[src/rtl/and_gate_core.sv]
// -----------------------------------------------------------------------------
// and_gate_core
//
// Bitwise two-operand AND cell. It is meant to be used as a leaf in AND trees.
// The combinational result has zero latency, so cascaded instances settle in
// the same timestep. A registered copy gives pipelined trees a clean,
// resettable stage.
//
// Parameters
//   WIDTH   operand/result width in bits (1..64)
//   CNT_W   width of the saturating high-cycle counter
//
// Ports
//   clk       in   rising-edge clock for all registered outputs
//   rst       in   asynchronous reset, active-high
//   a, b      in   operands [WIDTH]
//   en        in   update enable for y_q, rise, hi_cnt (and the internal prev)
//   y         out  combinational a & b [WIDTH]
//   y_q       out  registered a & b [WIDTH]
//   all_ones  out  combinational &y
//   any_one   out  combinational |y
//   rise      out  registered per-bit 0->1 flags of the AND result [WIDTH]
//   hi_cnt    out  saturating count of enabled cycles with all_ones=1 [CNT_W]
// -----------------------------------------------------------------------------
module and_gate_core #(
    parameter int WIDTH = 1,
    parameter int CNT_W = 16
) (
    input  logic             clk,
    input  logic             rst,
    input  logic [WIDTH-1:0] a,
    input  logic [WIDTH-1:0] b,
    input  logic             en,
    output logic [WIDTH-1:0] y,
    output logic [WIDTH-1:0] y_q,
    output logic             all_ones,
    output logic             any_one,
    output logic [WIDTH-1:0] rise,
    output logic [CNT_W-1:0] hi_cnt
);

    // Previous sampled AND result. It is used only for edge detection and is
    // not exposed at the ports.
    logic [WIDTH-1:0] prev;
    logic             cnt_at_max;

    // The combinational path uses no clock or reset, so X/Z follow normal &
    // semantics and any input change propagates in the same timestep.
    assign y        = a & b;
    assign all_ones = &y;
    assign any_one  = |y;

    assign cnt_at_max = &hi_cnt;

    // Registered AND result, plus the previous-result register.
    // When en=0, every register holds its value. This includes prev, so the
    // next enabled edge compares against the last enabled sample.
    always_ff @(posedge clk or posedge rst) begin
        if (rst) begin
            y_q  <= '0;
            prev <= '0;
        end else if (en) begin
            y_q  <= y;
            prev <= y;
        end
    end

    // Rise flags are held, not cleared, while en=0. Because reset clears prev,
    // the first enabled edge after reset flags every bit that is already high.
    always_ff @(posedge clk or posedge rst) begin
        if (rst) begin
            rise <= '0;
        end else if (en) begin
            rise <= y & ~prev;
        end
    end

    // The high-cycle counter saturates at all-ones instead of wrapping.
    always_ff @(posedge clk or posedge rst) begin
        if (rst) begin
            hi_cnt <= '0;
        end else if (en && all_ones && !cnt_at_max) begin
            hi_cnt <= hi_cnt + CNT_W'(1);
        end
    end

endmodule

[config.mk]
export PLATFORM = sky130hd
export DESIGN_NAME = and_gate_core
export DESIGN_NICKNAME = d
export VERILOG_FILES = /design/src/rtl/and_gate_core.sv
export SDC_FILE = /design/constraint.sdc
export NUM_CORES = 1
export LEC_CHECK = 0
export ABC_AREA = 1
export BUFFER_PORTS_ARGS = -buffer_cell sky130_fd_sc_hd__buf_2
export CORE_MARGIN = 3
export CORE_UTILIZATION = 41
export DETAILED_ROUTE_END_ITERATION = 10
export GPL_TIMING_DRIVEN = 0
export MAX_ROUTING_LAYER = met4
export PLACE_DENSITY = 0.73
export SYNTH_ARGS = -nofsm -noshare
export SYNTH_HDL_FRONTEND = slang
export SYNTH_SLANG_ARGS = --single-unit
[constraint.sdc]
create_clock -name clk -period 1.4 [get_ports clk]
set_input_delay 0.28 -clock clk [delete_from_list [all_inputs] [get_ports clk]]
set_output_delay 0.28 -clock clk [all_outputs]
set_load 0.01 [all_outputs]
==> metrics <==
source-to-sink clock delay at the later pin of the worst-skew pair 0.30 ns; critical path's largest stage delay 0.44 ns; leading cell type in the layout, fill and taps excluded sky130_fd_sc_hd__nand2_1; antenna violations before repair 0; post-synthesis share of cell area spent on and, or, nand and nor gates 43.2%; fin crit period 1.46 ns; wl on met1 1.15 mm; final cell utilization of the core 59.7%; clock sink total 18; Met2 Routed Length 1.36 mm; transition time at the pin with the least slew margin 0.697 ns; Post-Route Skew 0.00440 ns; Final Non-Filler Cells 229; highest metal layer with signal wires met4; buffer cell driving the clock tree root sky130_fd_sc_hd__clkbuf_4; vias in the first global route 1039; post-synth net total 163; number of warnings issued by yosys 0; total setup violations reported at the end of the flow 12; number of hold-repair buffers added at the cts stage 0; startpoint of the lowest-slack register-to-register path hi_cnt[1]; Worst-path clk slew 0.11 ns; Switching Power 0.437 mW; Max Fanout on Critical Path 5; maximum clock rate 683 MHz; per-instance average area after synthesis 7.18 um^2; type of the setup path with the least slack reg2reg; via/cell ratio 4.87; RePlAce Congestion 0.877; number of hold-slack violations in the final timing report 0; portion of netlist area occupied by mux cells 0%; count of antenna-violating nets left after detailed routing 0; crit path capture type flop; pin count of the biggest net entering global routing 19; clock power share 24.6%; slack of the critical path -0.0648 ns; number of rows in the core area 18; summed instance area of the synthesized netlist 0.00113 mm^2; number of cells after detailed placement 212; Net Sw Frac 32.3%; status complete, but fails checks; unrepaired setup endpoints after global routing true; Clock Tree Buf Depth 2; failing checks setup timing; starting utilization of the core area 44.3%; flop-to-flop setup slack -0.06 ns; WL/cell 11.8 um; number of buffers inserted by port buffering 25; global-route wire length before repair 4.42 mm; cell repeated most along the worst path sky130_fd_sc_hd__nand2_1; clock tree from TritonCTS done; PwrDens 890 mW/mm^2; total iterations of the first detailed-routing run 4; Worst Reg2Reg Path Length in Cells 9; share of total power in sequential cells 49.0%; area grow syn2layout 34.7%; Post-layout nets 206; hpwl dp 1.86 mm; cells traversed along the worst timing path ha_4 > nand3_4 > inv_2 > nand2_4 > inv_4 > a21oi_4 > buf_6 > nand2_1 > nand2_1; CTS Buf Count 3; Pleak 0.803 nW; destination of the worst register-to-register timing path hi_cnt[7]; diodes inserted 0; number of different library cells in the post-synthesis netlist 23; total number of vias 1116; number of pins with negative max-slew slack in the final report 0; Adder-Cell Fraction of Synth Area 1.11%; complex-gate fraction of the synthesized area 2.55%; worst endpoint required time 1.65 ns; Die W 58.4 um; DRC errors left 0; Die Height 58.4 um; share of synthesized area occupied by flip-flops and latches 40.0%; worst slack at placement -0.150 ns; cell with the largest stage delay on the worst path sky130_fd_sc_hd__dfrtp_2; io pins 26; core region area 0.00254 mm^2; number of cells produced by synthesis 157; Hold/Removal Path Class in2async; startpoint class of the critical path flop; Max transition margin 53.5%; largest family of logic cells by synthesized area simple AND/OR/NAND/NOR gates; part of the cycle the worst path needs 105%; share of cells above drive strength 1 42.7%; routed wire length 2.71 mm; commonest cells after routing, fill and taps aside 62 x sky130_fd_sc_hd__nand2_1, 25 x sky130_fd_sc_hd__buf_2, 15 x sky130_fd_sc_hd__nand2_2, 14 x sky130_fd_sc_hd__buf_4, 12 x sky130_fd_sc_hd__dfrtp_1; depth of the CTS H-tree 1; reported max-cap violation count 0; Post-Synth XOR/XNOR Area 5.44%; highest ir drop seen on vdd 682 uV; #FFs+latches synth 18; Gate power share 26.5%; GRT Residual Overflow 0; final hold slack 0.0639 ns; Die Outline Area 0.00341 mm^2; Cell Int Power 0.915 mW; DR iter-0 viols 18; arrival time at the worst endpoint 1.71 ns; met3 routed wirelength 180 um; overall global routing resource usage 17.9%
Yosys cell counts:
cell type                  number  area share [%]
sky130_fd_sc_hd__nand3_2        1            0.89
sky130_fd_sc_hd__nand2_1       76              25
sky130_fd_sc_hd__nor2_2         1            0.56
sky130_fd_sc_hd__nor2_1        13             4.3
sky130_fd_sc_hd__inv_1         10             3.3
sky130_fd_sc_hd__nand3b_1       2             1.3
sky130_fd_sc_hd__o21ai_0        3             1.3
sky130_fd_sc_hd__nand3_1        5             2.2
sky130_fd_sc_hd__buf_8          1             1.3
sky130_fd_sc_hd__nor3_2         1            0.89
sky130_fd_sc_hd__a21oi_2        1            0.78
sky130_fd_sc_hd__buf_4          2             1.3
sky130_fd_sc_hd__nand2_2        1            0.56
sky130_fd_sc_hd__inv_2          4             1.3
sky130_fd_sc_hd__dfrtp_1       18              40
sky130_fd_sc_hd__buf_2          1            0.44
sky130_fd_sc_hd__xnor2_1        5             3.9
sky130_fd_sc_hd__ha_1           1             1.1
sky130_fd_sc_hd__nand2_4        3             3.0
sky130_fd_sc_hd__o21ai_1        1            0.44
sky130_fd_sc_hd__nor2_4         3             3.0
sky130_fd_sc_hd__xor2_1         2             1.6
sky130_fd_sc_hd__nand4_1        2             1.1
metrics by stage:
step	cell area, um^2	TNS [ns]	total power [mW]
final	1520	-0.614	1.35
after global routing	1520	-1.64	1.45
after CTS	1480	-0.298	1.34
after detailed placement	1330	-1.63	0.945
after global placement	1330	-1.33	0.929
after floorplan	1160	0	0.841
worst max-delay path by stage:
| stage | startpoint | endpoint |
|---|---|---|
| after detailed placement | hi_cnt[1] | hi_cnt[7] |
| after global placement | hi_cnt[1] | hi_cnt[0] |
| after CTS | hi_cnt[1] | hi_cnt[15] |
| final | hi_cnt[1] | hi_cnt[7] |
| after global routing | hi_cnt[0] | hi_cnt[3] |
| after floorplan | hi_cnt[1] | hi_cnt[15] |
kinds of logic (layout without fill, tap and decap cells):
family | count (synthesis) | in the layout
xor gates and xnor gates | 7 | 7
DFF | 18 | 18
buffers and inverters | 18 | 60
and+or+nand+nor | 108 | 108
AOI/OAI and AO/OA | 5 | 5
adders and majority gates | 1 | 1
registers in the layout (all words and copies together), names as in the netlist:
name	cells
rise	1
hi_cnt	16
prev	1
power by group through the flow:
stage	Combinational, mW	Clock, mW	Sequential (mW)
floorplan	0.151	0	0.690
global placement	0.258	0	0.671
detailed placement	0.271	0	0.675
CTS	0.334	0.345	0.659
global route	0.400	0.375	0.675
finish	0.358	0.332	0.662
per-layer routing:
metal / up-vias / GRT usage, %
met1: 517 / 20.0
met4: 0 / 5.96
met3: 4 / 4.82
li1: 561 / -
met2: 34 / 30.6
met5: - / -
area by class of cell:
cell class | count | area [um^2]
plain buffers | 4 | 46.3
clock buffers | 4 | 36.3
fillers | 249 | 1030
inverters | 14 | 55.1
multi-input cells | 121 | 659
flip-flops and latches | 18 | 458
well taps | 30 | 37.5
repair buffers | 38 | 226
worst max-delay path: cells and delay by family, from the launching register on:
| kind | cells | cell delay, ns |
|---|---|---|
| AOI/OAI and AO/OA | 1 | 0.24 |
| adders and majority gates | 1 | 0.18 |
| and+or+nand+nor | 4 | 0.29 |
| buffers and inverters | 3 | 0.26 |
| DFF | 1 | 0.44 |
what timing repair did:
action | in CTS | in global routing
endpoints found under the hold margin | 0 | 0
cloned | 1 | 0
endpoints found under the setup margin | 12 | 15
gates resized for setup | 13 | 7
pin swaps | 2 | 9
buffers inserted | 9 | 3
Power figures use the tool's default switching activity.
